===== src/rtl/tempsense_pkg.sv =====
// tempsense_pkg
//   Shared definitions for the temperature-sense path.
//   Contents:
//     RESULT_W       - width of a captured count (16)
//     ACC_W          - width of the averaging accumulator (18)
//     AVG_COUNT      - measurements per averaged report (4)
//     RESULT_TIMEOUT - RESULT value reported when a measurement overflowed
//     state_t/ST_*   - sequencer state encoding
//     group_mean()   - divide an accumulated group sum by AVG_COUNT
package tempsense_pkg;

  localparam int RESULT_W  = 16;
  localparam int AVG_COUNT = 4;
  localparam int ACC_W     = RESULT_W + $clog2(AVG_COUNT);

  localparam logic [RESULT_W-1:0] RESULT_TIMEOUT = 16'hFFFF;

  // Sequencer states. Kept as plain constants so the encoding is fixed and
  // visible on the debug port without any enum casting.
  typedef logic [3:0] state_t;
  localparam state_t ST_INIT   = 4'd0;
  localparam state_t ST_IDLE   = 4'd1;
  localparam state_t ST_DISCH  = 4'd2;
  localparam state_t ST_ARM    = 4'd3;
  localparam state_t ST_MEAS   = 4'd4;
  localparam state_t ST_CAPT   = 4'd5;
  localparam state_t ST_CLEAR  = 4'd6;
  localparam state_t ST_REPORT = 4'd7;
  localparam state_t ST_WAIT   = 4'd8;

  // AVG_COUNT is a power of two, so the mean is the top RESULT_W bits.
  function automatic logic [RESULT_W-1:0] group_mean(input logic [ACC_W-1:0] sum);
    return sum[ACC_W-1 -: RESULT_W];
  endfunction

endpackage


===== src/rtl/sync_2ff.sv =====
// sync_2ff
//   Generic two-flop synchronizer for a single asynchronous level signal.
//   Ports:
//     clk   - destination clock
//     rst_n - asynchronous active-low reset (both flops load RESET_VAL)
//     d     - asynchronous input
//     q     - synchronized output, two clk edges of latency
module sync_2ff #(
  parameter logic RESET_VAL = 1'b0
) (
  input  logic clk,
  input  logic rst_n,
  input  logic d,
  output logic q
);

  logic meta;

  always_ff @(posedge clk or negedge rst_n) begin
    if (!rst_n) begin
      meta <= RESET_VAL;
      q    <= RESET_VAL;
    end else begin
      meta <= d;
      q    <= meta;
    end
  end

endmodule


===== src/rtl/tempsense_sequencer.sv =====
// tempsense_sequencer
//   Measurement sequencer for the temperature-sense path: discharge the RC
//   network, start the shared time counter, wait for the comparator or an
//   overflow, capture the count, reset the counter and hand the result to
//   the host. Sole driver of the time counter's start/reset controls.
//
//   Build option: define TEMPSENSE_AVG_EN to run four measurements per
//   report and return their mean (a timeout aborts the group).
//
//   Parameters:
//     DISCHARGE_CYCLES - cycles DISCHARGE is held high per measurement (>=1)
//     INTERVAL_CYCLES  - idle cycles after an accepted result (1..2^24)
//   Ports:
//     MCLK, nRESET     - clock (rising edge), async active-low reset
//     ENABLE           - run request, looked at only in IDLE and WAIT
//     SENSE_IN         - async comparator output, high = threshold crossed
//     DISCHARGE        - high = discharge RC network
//     TC_nSTART        - time-counter start, one-cycle active-low pulse
//     TC_nRESET        - time-counter reset, active-low
//     TC_TIMEELAPSED   - time-counter value
//     TC_OVFL          - time-counter overflow
//     RESULT, TIMEOUT  - captured count / overflow qualifier
//     RESULT_VALID     - result offered to host
//     RESULT_ACK       - host accepts result
//     BUSY             - high in every state except IDLE
//     state_dbg        - current FSM state (ST_* encoding)
//
//   Result handshake: RESULT_VALID rises in REPORT and stays high until
//   RESULT_ACK is sampled high on a rising MCLK edge; that edge is the
//   transfer and RESULT_VALID is low from the next cycle. ACK may already be
//   high when VALID rises, in which case the first VALID cycle transfers.
//   RESULT/TIMEOUT are stable while VALID is high and until the next capture.
module tempsense_sequencer
  import tempsense_pkg::*;
#(
  parameter int DISCHARGE_CYCLES = 1024,
  parameter int INTERVAL_CYCLES  = 65536
) (
  input  logic        MCLK,
  input  logic        nRESET,
  input  logic        ENABLE,
  input  logic        SENSE_IN,
  output logic        DISCHARGE,
  output logic        TC_nSTART,
  output logic        TC_nRESET,
  input  logic [15:0] TC_TIMEELAPSED,
  input  logic        TC_OVFL,
  output logic [15:0] RESULT,
  output logic        RESULT_VALID,
  input  logic        RESULT_ACK,
  output logic        TIMEOUT,
  output logic        BUSY,
  output logic [3:0]  state_dbg
);

  localparam int DISCH_W = (DISCHARGE_CYCLES > 1) ? $clog2(DISCHARGE_CYCLES) : 1;
  localparam int WAIT_W  = (INTERVAL_CYCLES  > 1) ? $clog2(INTERVAL_CYCLES)  : 1;
  localparam logic [DISCH_W-1:0] DISCH_LOAD = DISCH_W'(DISCHARGE_CYCLES - 1);
  localparam logic [WAIT_W-1:0]  WAIT_LOAD  = WAIT_W'(INTERVAL_CYCLES - 1);

  logic               sense;
  state_t             state, state_next;
  logic [DISCH_W-1:0] disch_cnt;
  logic [WAIT_W-1:0]  wait_cnt;
  logic               timeout_flag;
  logic               group_done;

  sync_2ff #(.RESET_VAL(1'b0)) u_sense_sync (
    .clk   (MCLK),
    .rst_n (nRESET),
    .d     (SENSE_IN),
    .q     (sense)
  );

  assign state_dbg = state;

  // Next-state logic
  always_comb begin
    state_next = state;
    case (state)
      ST_INIT:   state_next = ST_IDLE;
      ST_IDLE:   if (ENABLE) state_next = ST_DISCH;
      ST_DISCH:  if (disch_cnt == '0) state_next = ST_ARM;
      ST_ARM:    state_next = ST_MEAS;
      ST_MEAS:   if (TC_OVFL || sense) state_next = ST_CAPT;
      ST_CAPT:   state_next = ST_CLEAR;
      // group_done is always set unless a multi-measurement group is
      // still in progress, in which case the next discharge follows at once.
      ST_CLEAR:  state_next = group_done ? ST_REPORT : ST_DISCH;
      ST_REPORT: if (RESULT_ACK) state_next = ST_WAIT;
      ST_WAIT:   if (wait_cnt == '0) state_next = ENABLE ? ST_DISCH : ST_IDLE;
      default:   state_next = ST_INIT;
    endcase
  end

  // State register and control outputs. Outputs are decoded from the next
  // state into flops so they line up exactly with the state register.
  always_ff @(posedge MCLK or negedge nRESET) begin
    if (!nRESET) begin
      state        <= ST_INIT;
      DISCHARGE    <= 1'b0;
      TC_nSTART    <= 1'b1;
      TC_nRESET    <= 1'b0;
      RESULT_VALID <= 1'b0;
      BUSY         <= 1'b1;
    end else begin
      state        <= state_next;
      DISCHARGE    <= (state_next == ST_DISCH);
      TC_nSTART    <= (state_next != ST_ARM);
      TC_nRESET    <= !((state_next == ST_INIT) || (state_next == ST_CLEAR));
      RESULT_VALID <= (state_next == ST_REPORT);
      BUSY         <= (state_next != ST_IDLE);
    end
  end

  // Discharge and interval down-counters, loaded on entry to their state.
  always_ff @(posedge MCLK or negedge nRESET) begin
    if (!nRESET) begin
      disch_cnt <= '0;
      wait_cnt  <= '0;
    end else begin
      if ((state_next == ST_DISCH) && (state != ST_DISCH))
        disch_cnt <= DISCH_LOAD;
      else if ((state == ST_DISCH) && (disch_cnt != '0))
        disch_cnt <= disch_cnt - DISCH_W'(1);

      if ((state_next == ST_WAIT) && (state != ST_WAIT))
        wait_cnt <= WAIT_LOAD;
      else if ((state == ST_WAIT) && (wait_cnt != '0))
        wait_cnt <= wait_cnt - WAIT_W'(1);
    end
  end

  // Remembers why MEAS ended; overflow takes priority over sense because it
  // is sampled directly as the flag value on the exit edge.
  always_ff @(posedge MCLK or negedge nRESET) begin
    if (!nRESET)
      timeout_flag <= 1'b0;
    else if (state == ST_MEAS)
      timeout_flag <= TC_OVFL;
  end

`ifdef TEMPSENSE_AVG_EN
  localparam logic [1:0] GRP_LAST = 2'(AVG_COUNT - 1);

  logic [1:0]       grp_cnt;
  logic [ACC_W-1:0] acc;
  logic [ACC_W-1:0] acc_sum;
  logic             group_start;

  assign acc_sum     = acc + ACC_W'(TC_TIMEELAPSED);
  assign group_start = ((state == ST_IDLE) || (state == ST_WAIT)) && (state_next == ST_DISCH);

  // A timeout ends the group at once; the counter is still cleared in CLEAR
  // before the report so it is left in its reset state.
  always_ff @(posedge MCLK or negedge nRESET) begin
    if (!nRESET) begin
      grp_cnt    <= '0;
      acc        <= '0;
      group_done <= 1'b0;
      RESULT     <= '0;
      TIMEOUT    <= 1'b0;
    end else if (group_start) begin
      grp_cnt    <= '0;
      acc        <= '0;
      group_done <= 1'b0;
    end else if (state == ST_CAPT) begin
      if (timeout_flag) begin
        RESULT     <= RESULT_TIMEOUT;
        TIMEOUT    <= 1'b1;
        group_done <= 1'b1;
      end else begin
        acc <= acc_sum;
        if (grp_cnt == GRP_LAST) begin
          RESULT     <= group_mean(acc_sum);
          TIMEOUT    <= 1'b0;
          group_done <= 1'b1;
        end else begin
          grp_cnt    <= grp_cnt + 2'd1;
          group_done <= 1'b0;
        end
      end
    end
  end
`else
  assign group_done = 1'b1;

  always_ff @(posedge MCLK or negedge nRESET) begin
    if (!nRESET) begin
      RESULT  <= '0;
      TIMEOUT <= 1'b0;
    end else if (state == ST_CAPT) begin
      RESULT  <= timeout_flag ? RESULT_TIMEOUT : TC_TIMEELAPSED;
      TIMEOUT <= timeout_flag;
    end
  end
`endif

endmodule


===== config.mk =====
export PLATFORM = sky130hd
export DESIGN_NAME = tempsense_sequencer
export DESIGN_NICKNAME = d
export VERILOG_FILES = /design/src/rtl/tempsense_pkg.sv /design/src/rtl/sync_2ff.sv /design/src/rtl/tempsense_sequencer.sv
export SDC_FILE = /design/constraint.sdc
export NUM_CORES = 1
export LEC_CHECK = 0
export BUFFER_PORTS_ARGS = -buffer_cell sky130_fd_sc_hd__buf_2
export CORE_MARGIN = 2
export CORE_UTILIZATION = 49
export CTS_BUF_LIST = sky130_fd_sc_hd__clkbuf_8 sky130_fd_sc_hd__clkbuf_16
export DETAILED_ROUTE_END_ITERATION = 10
export GPL_ROUTABILITY_DRIVEN = 0
export HOLD_SLACK_MARGIN = 0.02
export PLACE_DENSITY = 0.69
export SYNTH_ARGS = -nofsm -noshare
export SYNTH_HDL_FRONTEND = slang
export SYNTH_SLANG_ARGS = --single-unit

===== constraint.sdc =====
create_clock -name MCLK -period 4.25 [get_ports MCLK]
set_clock_uncertainty 0.05 [all_clocks]
set_input_delay 0.6375 -clock MCLK [delete_from_list [all_inputs] [get_ports MCLK]]
set_output_delay 0.6375 -clock MCLK [all_outputs]
set_load 0.1 [all_outputs]

# Word level (Yosys, flattened, before mapping)
# Index checks and enable logic that the tools add are counted.
[totals] out_inout_bits=26 ff_bits=55 inputBits=22
[classes] mux=12 reduce_logical=15 add_sub_neg=2 eq_ne=16
[ops] cell="$mux 16" n=3
[ops] cell="$pmux 4 s9" n=1
[ops] cell="$eq 4x3->1 const B" n=6
[ops] cell="$mux 10" n=2
[ops] cell="$mux 4" n=5
[ops] cell="$logic_not 16->1" n=1
[ops] cell="$reduce_bool 16->1" n=1
[ops] cell="$sub 16x1->16 const B" n=1
[ops] cell="$eq 4x2->1 const B" n=3
[ops] cell="$logic_not 10->1" n=1
[ops] cell="$reduce_bool 10->1" n=1
[ops] cell="$sub 10x1->10 const B" n=1
[ops] cell="$eq 4x4->1 const B" n=2
[ops] cell="$logic_not 4->1" n=2
[ops] cell="$ne 4x2->1 const B" n=2
[ops] cell="$eq 4x1->1 const B" n=1
[ops] cell="$logic_and 1x1->1" n=4
[ops] cell="$ne 4x1->1 const B" n=1
[ops] cell="$ne 4x4->1 const B" n=1
[ops] cell="$reduce_bool 2->1" n=2
[ops] cell="$logic_or 1x1->1" n=2
[ops] cell="$mux 2" n=1
[ops] cell="$logic_not 1->1" n=1

# Depth between registers and ports, before layout
# Gate-level depths: netlist (run 1).
[logic_depth] ltp_word=6 depth_mapped=8 depth_no_buf=7

# By module
# A second synthesis (run 1) with hierarchy kept.
[unflattened] cells_unflattened=279 area_unflattened_um2=2650.0
[modules_own_cells] module="tempsense_sequencer" cells_each=277 area_each_um2=2600.0 instances=1
[modules_own_cells] module="sync_2ff" cells_each=2 area_each_um2=50.0 instances=1

# Worst setup path before layout (run 1)
# Ideal clock, no wire load.
[synth_timing] path_kind="reg-to-reg" from="reg state[2], in the netlist state_dbg[2]" to="reg wait_cnt[11]" slack_ns=1.746 arrival_ns=2.320 stages_incl_launch_ff=8 setup_time_ns=0.134 cell_sequence="dfrtp_1 > buf_6 > or4b_4 > a41o_1 > buf_6 > nor4_4 > xnor2_1 > nand2_1"
[synth_via] elab_chain_cells=5 elab_cells_between_ends=21 cone_classes="eq/ne: 10; mux: 7; reduce/logical: 4"
[synth_lines] item="start, declared" line="tempsense_sequencer.sv:62" rtl="state_t state, state_next;"
[synth_lines] item="start signal, assigned" line="tempsense_sequencer.sv:107" rtl="state <= state_next;"
[synth_lines] item="$eq 4x4->1 (tied with other cells)" line="tempsense_sequencer.sv:80, tempsense_sequencer.sv:129"
[synth_lines] item="$pmux 4 s9" line="tempsense_sequencer.sv:80" rtl="case (state)"
[synth_lines] item="$eq 4x4->1" line="tempsense_sequencer.sv:127" rtl="if ((state_next == ST_WAIT) && (state != ST_WAIT))"
[synth_lines] item="$logic_and 1x1->1" line="tempsense_sequencer.sv:127"
[synth_lines] item="$mux 16 / $reduce_bool 2->1 (equally long branches)"
[synth_lines] item="end signal, assigned" line="tempsense_sequencer.sv:130" rtl="wait_cnt <= wait_cnt - WAIT_W'(1);"
[synth_lines] item="end, declared" line="tempsense_sequencer.sv:64" rtl="logic [WAIT_W-1:0] wait_cnt;"
# Parallel ways exist; a longest one is shown, timed or not.
# A chain may end at the register's enable or synchronous reset.

# Worst setup path in the final report (run 1)
[layout_timing] from="reg state[0], in the netlist state_dbg[0]" to="reg TIMEOUT"
[layout_via] elab_chain_cells=1
[layout_lines] item="$eq 4x3->1" line="tempsense_sequencer.sv:192" rtl="end else if (state == ST_CAPT) begin"
[layout_lines] item="end signal, assigned" line="tempsense_sequencer.sv:194" rtl="TIMEOUT <= timeout_flag;"
[layout_lines] item="end, declared" line="tempsense_sequencer.sv:51" rtl="output logic TIMEOUT,"
# Every way passes these cells.

==> metrics, run 1 <==
final setup TNS 0 ps; wirelength, routed 5090 um; DRC viols 0; diodes inserted 0; Synth cell types 48; Core Region 5170 um^2; CP max stage cell nor2b_2; cells along the critical path nor2b_1 -> nor2b_2 -> mux2_2; Synth area leaders dfrtp_1, nor2_1, nand2_1; CTS buffer count 5; Setup violations, final 0; Worst-Margin Slew 1130 ps; Detailed Place HPWL 3560 um; pwr dens 761 nW/um^2; worst min path class in -> async; worst vdd ir 0.000478 V; Synth area leader dfrtp_1; P&R area growth vs syn 14.7%; Port Buffers 47; layout cells sized above 1 24.7%; Setup crit end kind flip-flop; final worst-path cycle share 55.7%; remaining antenna violation count 0; Pre-antenna DRT Iters 4; Worst slew margin 24.6%; Yosys reg bits 55; Post-Layout Cell Count 386; Critical Path Max Stage Delay 930 ps; postcts setup bufs 0; fillers 470; Top Family by Delay on Critical Path simple AND/OR/NAND/NOR gates; outcome finished clean; Final Hold Viols 0; die area 6000 um^2; Vias/cell 5.20; post-CTS sizing 0; share of the synthesized area in the top cell type 50.1%; top_reg_cell synth dfrtp_1; global-route wire length before repair 8800 um; Final min period 2370 ps; Syn Nets 296; final standard cell area without fillers 3030 um^2; Clock transition at path regs 90 ps; most frequent cell after synthesis dfrtp_1; number of placed instances, taps included 378; Post-Syn Area per Cell 9.72 um^2; die height 77.5 um; maximum clock rate 0.422 GHz; largest net degree at the start of global routing 34; Multi-input gate area 1180 um^2; Worst Path Class, Setup reg -> reg; total track usage 18.4%; startpoint types flip-flop; Max Slew Vio Count 0; wire per inst 13.2 um; critical path peak fanout 33; die width 77.5 um; critical path required time 4400 ps; vias 2006; Post-synth EDFFs 0; Power Total 2310 uW; Layout Nets 339; initial antenna violation count 0; worst hold slack 295 ps; starting density of the core 51.1%; yosys warns 0; cell count after synthesis 272; Max Root-Sink Buffers 2; register area share after synthesis 52.1%; clk_lat worst skew 300 ps; FF-to-FF Start state_dbg[0]; # IOs 48; RSZ-0062 raised after global routing false; post-cts hold buffer count 0; area post-placement 2920 um^2; vias in the first global route 1797; Worst Setup SP state_dbg[0]; LEAKAGE 0.00117 uW; clock tree root driver cell clkbuf_8; CTS H-tree depth 2; Worst Path Buf+Inv 0; Max-Cap Viols 0; Crit path arrival time 2510 ps; grt total ovfl 0; Mapped Area 2650 um^2; clock sinks 55; Post-synth ARST share 100%; DRT iter0 DRCs 143; row cnt 26; Reg area 1380 um^2; Commonest cells post-synth dfrtp_1, nor2_1, nand2_1; TritonCTS clock tree yes
[worst paths after layout]
path	endpoint	slack, ps	depth (start not counted)
max reg2reg	TIMEOUT	1880	3
max in group asynchronous	TC_nSTART	3020	2
min in group MCLK	u_sense_sync.q	320	0
min	wait_cnt[14]	290	1
max	TIMEOUT	1880	3
min reg2reg	u_sense_sync.q	320	0
[per-layer routing]
layer  GRT usage (%)  vias to the layer above  routed length, um
li1                -                     1017                  -
met1            27.7                      929               2580
met2            26.2                       56               2160
met3            4.65                        4                311
met4            5.36                        0                 46
met5               0                        -                  0
[cell usage in the layout (no fill, tap or decap), types with 3 or more instances in the layout]
cell and instances:
xnor2_1 8, o21ai_0 4, inv_1 6, clkbuf_8 6, xor2_1 10, o211ai_1 6
nor2_1 48, nand2_1 34, buf_2 47, a21oi_1 20, nand3_1 10, nand4_1 3
or3_1 3, nor3_1 6, nor4_1 4, mux2_2 3, nor2b_1 3, dfrtp_1 53
[stage by stage]
stage,utilization (%),worst slack [ps]
3_3_place_gp,56.4,1990
3_5_place_dp,56.4,1910
5_1_grt,58.7,1660
2_1_floorplan,-,1750
4_1_cts,58.7,1890
6_report,58.7,1880
[state kept, by name, summed over array words and instances, names as in the netlist, 4 cells and up]
name / count
RESULT: 16
state_dbg: 4
disch_cnt: 10
wait_cnt: 16
[power by group]
part	switching, uW	internal [uW]	total, uW
Combinational	940	236	1180
Sequential	132	645	777
Clock	163	191	354
Total	1240	1070	2310
[final cells by class]
cell class              count  share of cell area (%)
flip-flops and latches     55                    45.4
multi-input cells         199                    39.1
repair buffers             48                    8.00
well taps                  70                    2.89
clock buffers               6                    2.72
clock inverters             2                    1.15
inverters                   6                   0.742
[cell families after synthesis]
group,Yosys count,share of synthesized area [%]
compound gates,39,9.32
xor+xnor,18,5.96
fa+ha+maj,2,0.946
buf+inv,18,3.17
flops,55,52.1
mux,3,1.28
simple gates,137,27.2
Power figures use the tool's default switching activity.
==> inputs of run 2 (changes only) <==
==> constraint.sdc (replaced) <==
create_clock -name MCLK -period 2.43 [get_ports MCLK]
set_clock_uncertainty 0.05 [all_clocks]
set_input_delay 0.3645 -clock MCLK [delete_from_list [all_inputs] [get_ports MCLK]]
set_output_delay 0.3645 -clock MCLK [all_outputs]
set_load 0.1 [all_outputs]
==> run 2 against run 1 <==
Wire length rose by 2.9%. Clock power up 49%. First-iteration DRC count shrank 10%. Clock-buffer cell count unchanged. Combinational power increased by 80%. Design area grew 1.7%. Total power increased by 73%. Largest cell class unchanged. Sequential power up 72%. Non-clock buffer count up 9. Global-route usage increased by 0.72 points. Register-to-register slack worse by 1600 ps. Final cell count increased by 2.3%.
==> metrics, run 2 (synthesis gave the netlist of run 1 again) <==
Top Family by Delay on Critical Path simple AND/OR/NAND/NOR gates; total track usage 19.1% (+0.72 points); Max Slew Vio Count 0 (unchanged); worst min path class in -> async; remaining antenna violation count 0 (unchanged); Vias/cell 5.24 (+0.74%); clock sinks 55 (unchanged); initial antenna violation count 0 (unchanged); starting density of the core 51.1% (unchanged); Crit path arrival time 2290 ps (-220 ps); CTS buffer count 5 (unchanged); largest registers RESULT (16), wait_cnt (16), disch_cnt (10); layout cells sized above 1 27.4% (+2.7 points); internal power 1810 uW (+69%); Setup crit end kind flip-flop; wirelength, routed 5240 um (+2.9%); Worst Setup SP state_dbg[2]; DRT iter0 DRCs 128 (-10%); Final Hold Viols 0 (unchanged); CTS H-tree depth 2 (unchanged); commonest non-fill, non-tap cells in the layout dfrtp_1, nor2_1, buf_2; clock tree root driver cell clkbuf_8; switching power 2180 uW (+76%); Final min period 2170 ps (-197 ps); RSZ-0062 raised after global routing false; Max-Cap Viols 0 (unchanged); DRC viols 0 (unchanged); vias 2068 (+3.1%); Max Root-Sink Buffers 2 (unchanged); die height 77.5 um (unchanged); worst hold slack 28.7 ps (-266 ps); maximum clock rate 0.460 GHz (+9.1%); startpoint types flip-flop; Worst Path Class, Setup reg -> reg; final setup TNS 0 ps (unchanged); critical path required time 2550 ps (-1850 ps); clock group share of total power 13.2% (-2.1 points); Worst slew margin 54.2% (+30 points); # IOs 48 (unchanged); CP max stage cell or4b_4; outcome finished clean; clk_lat worst skew 310 ps (about the same); Worst-Margin Slew 687 ps (-438 ps); die area 6000 um^2 (unchanged); Pre-antenna DRT Iters 4 (unchanged); Clock transition at path regs 100 ps (about the same); Gate power share 53.1% (+2.1 points); sw frac 54.6% (+1.1 points); pwr dens 1290 nW/um^2 (+70%); post-cts hold buffer count 0 (unchanged); Detailed Place HPWL 3810 um (+6.9%); global-route wire length before repair 9100 um (+3.5%); cells along the critical path or4b_4 -> a41o_1 -> buf_4 -> nor4_4 -> xnor2_1 -> nand2_1; largest net degree at the start of global routing 33 (-2.9%); Critical Path Max Stage Delay 580 ps (-350 ps); register share of total power 33.7% (about the same); postcts setup bufs 0 (unchanged); grt total ovfl 0 (unchanged); FF-to-FF Start state_dbg[2]; worst vdd ir 0.000963 V (+100%); Core Region 5170 um^2 (unchanged); Worst Path Buf+Inv 1 (+1); Layout Nets 348 (+2.7%); critical path peak fanout 11 (-67%); final worst-path cycle share 89.4% (+34 points); diodes inserted 0 (unchanged); wire per inst 13.3 um (+0.52%); LEAKAGE 0.00120 uW (+2.5%); vias in the first global route 1926 (+7.2%); Port Buffers 47 (unchanged); row cnt 26 (unchanged); P&R area growth vs syn 16.7%; commonest non-fill, non-tap cell in the layout dfrtp_1; R2R setup slack 260 ps (-1620 ps); die width 77.5 um (unchanged); TritonCTS clock tree yes; post-CTS sizing 0 (unchanged); Setup violations, final 0 (unchanged)
-- run 2: cell count changes in the layout (fill, tap and decap cells not counted) --
cell and change:
dfrtp_2 +2, clkinv_2 -1, clkinvlp_4 +1, bufinv_16 -1, buf_4 +9, dfrtp_1 -2, clkinv_4 +1
-- run 2: power by group through the flow --
stage               Combinational [uW]  Clock, uW  Sequential [uW]
detailed placement                2130          0             1360
finish                            2120        528             1340
global route                      2250        589             1380
global placement                  2110          0             1350
CTS                               2130        544             1340
floorplan                          703          0             2410
-- run 2: path summary, 6_finish.rpt --
kind,to,cells past startpoint
setup / recovery,wait_cnt[11],6
hold / removal,wait_cnt[12],1
setup reg to reg,wait_cnt[11],6
hold reg to reg,u_sense_sync.q,0
max in group asynchronous,disch_cnt[4],2
min in group MCLK,u_sense_sync.meta,1
-- run 2: per-layer routing --
layer  up-vias  track usage [%]  part of all wire [%]
met1       965             25.9                    48
li1       1041                -                     -
met4         0             5.18                   1.1
met3         6             5.23                   5.6
met2        56             30.4                    45
met5         -                0                     0
-- run 2: stage by stage --
step	instances	total power, uW	setup WS, ps	cell area (um^2)	util, %
after floorplan	272	3120	3.02	2650	-
after global routing	395	4220	48.1	3090	59.7
final	395	3990	258	3090	59.7
after global placement	387	3460	334	2990	57.7
after detailed placement	387	3490	289	2990	57.7
after CTS	395	4020	268	3090	59.7
-- run 2: cell type report --
cell class	instances	area, um^2
well taps	70	87.6
multi-input cells	199	1180
clock inverters	2	16.3
clock buffers	6	82.6
inverters	6	22.5
fillers	457	2090
flip-flops and latches	55	1380
repair buffers	57	310
==> inputs of run 3 (changes only) <==
--- a/config.mk
+++ b/config.mk
@@ -6,6 +6,7 @@
 export NUM_CORES = 1
 export LEC_CHECK = 0
 export BUFFER_PORTS_ARGS = -buffer_cell sky130_fd_sc_hd__buf_2
+export CORE_ASPECT_RATIO = 0.75
 export CORE_MARGIN = 2
 export CORE_UTILIZATION = 49
 export CTS_BUF_LIST = sky130_fd_sc_hd__clkbuf_8 sky130_fd_sc_hd__clkbuf_16
@@ -13,6 +14,7 @@
 export GPL_ROUTABILITY_DRIVEN = 0
 export HOLD_SLACK_MARGIN = 0.02
 export PLACE_DENSITY = 0.69
+export SLEW_MARGIN = 30
 export SYNTH_ARGS = -nofsm -noshare
 export SYNTH_HDL_FRONTEND = slang
 export SYNTH_SLANG_ARGS = --single-unit
==> run 3 against run 2 <==
Critical path depth is the same. Wire length is 4.1% higher. Highest routed layer unchanged. Register-to-register slack got worse by 20 ps.
==> metrics, run 3 (synthesis gave the netlist of run 1 again) <==
R2R setup slack 230 ps (-20 ps); total track usage 19.3% (+0.19 points); cells along the critical path buf_4 -> nor4b_2 -> o311ai_0 -> nor4_1 -> xnor2_1 -> nand2_1; die area 6010 um^2 (+0.11%); TritonCTS clock tree yes; remaining antenna violation count 0 (unchanged); post-cts hold buffer count 0 (unchanged); critical path required time 2570 ps (+20 ps); critical path peak fanout 11 (unchanged); pwr dens 1330 nW/um^2 (+2.9%); Clock transition at path regs 100 ps (about the same); grt total ovfl 0 (unchanged); RSZ-0062 raised after global routing false; largest net degree at the start of global routing 32 (-3.0%); clock sinks 55 (unchanged); Max Slew Vio Count 0 (unchanged); Worst-Margin Slew 693 ps (+5.76 ps); initial antenna violation count 0 (unchanged); maximum clock rate 0.455 GHz (-1.1%); Worst Path Class, Setup reg -> reg; Pre-antenna DRT Iters 5 (+1); worst hold slack 36.4 ps (+7.72 ps); Vias/cell 5.14 (-1.9%); Setup crit end kind flip-flop; clk_lat worst skew 310 ps (about the same); starting density of the core 50.2% (-0.91 points); wirelength, routed 5450 um (+4.1%); largest registers RESULT (16), wait_cnt (16), disch_cnt (10); Worst slew margin 53.7% (-0.51 points); Layout Nets 351 (+0.86%); post-CTS sizing 0 (unchanged); Critical Path Max Stage Delay 510 ps (-70 ps); Final Hold Viols 0 (unchanged); Core Region 5270 um^2 (+1.8%); worst vdd ir 0.000499 V (-48%); startpoint types flip-flop; Crit path arrival time 2330 ps (+40 ps); DRC viols 0 (unchanged); diodes inserted 0 (unchanged); CTS H-tree depth 2 (unchanged); Setup violations, final 0 (unchanged); P&R area growth vs syn 19.3%; CP max stage cell dfrtp_1; global-route wire length before repair 8790 um (-3.4%); CTS buffer count 5 (unchanged); worst min path class in -> async; commonest non-fill, non-tap cells in the layout dfrtp_1, nor2_1, buf_2; LEAKAGE 0.00124 uW (+3.3%); row cnt 23 (-12%); wire per inst 13.5 um (+2.0%); DRT iter0 DRCs 121 (-5.5%); Final min period 2200 ps (+24.9 ps); vias 2070 (+0.097%); layout cells sized above 1 28.0% (+0.66 points); clock tree root driver cell clkbuf_8; postcts setup bufs 0 (unchanged); Port Buffers 47 (unchanged); die width 88.8 um (+15%); final worst-path cycle share 90.4% (+1.0 points); Detailed Place HPWL 3940 um (+3.4%); Max-Cap Viols 0 (unchanged); # IOs 48 (unchanged); outcome finished clean; Max Root-Sink Buffers 2 (unchanged); die height 67.6 um (-13%); commonest non-fill, non-tap cell in the layout dfrtp_1; final setup TNS 0 ps (unchanged); vias in the first global route 1881 (-2.3%)
run 3: where the power goes:
group / internal, uW / switching, uW / total (uW) / leakage (uW)
clock: 418 / 304 / 722 / 0.0000703
sequential: 1130 / 215 / 1350 / 0.000546
combinational: 455 / 1680 / 2130 / 0.000622
run 3: metrics by stage:
stage	instances	power [uW]	setup WS (ps)	utilization [%]	cell area (um^2)
after global routing	403	4420	70.1	59.9	3160
after detailed placement	395	3500	275	57.3	3020
after global placement	395	3470	309	57.3	3020
after CTS	403	4230	250	59.9	3160
final	403	4200	233	59.9	3160
after floorplan	272	3120	3.02	-	2650
run 3: final cells by class:
class	count	area, um^2
fillers	469	2110
inverters	6	22.5
repair buffers	60	333
clock inverters	3	71.3
well taps	75	93.8
flip-flops and latches	55	1380
clock buffers	5	68.8
multi-input cells	199	1180
run 3: worst max-delay path, delay by kind of cell, from the launching register on:
family          cells  cell delay [ps]
flops               1              510
buf+inv             1              220
compound gates      1              330
xor+xnor            1              160
simple gates        3              790
run 3: path summary, 6_finish.rpt:
path | from | end | cells after the start
max | state_dbg[3] | disch_cnt[6] | 6
min in group MCLK | SENSE_IN | u_sense_sync.meta | 1
max reg2reg | state_dbg[3] | disch_cnt[6] | 6
max in group asynchronous | nRESET | disch_cnt[3] | 2
min | nRESET | wait_cnt[2] | 1
min reg2reg | u_sense_sync.meta | u_sense_sync.q | 0
run 3: layer usage:
metal  vias up  share of wire, %  GRT usage (%)
li1       1047                 -              -
met1       984                52           28.5
met2        35                43           28.7
met3         4               4.1           3.91
met4         0              0.84           5.68
met5         -                 0              0
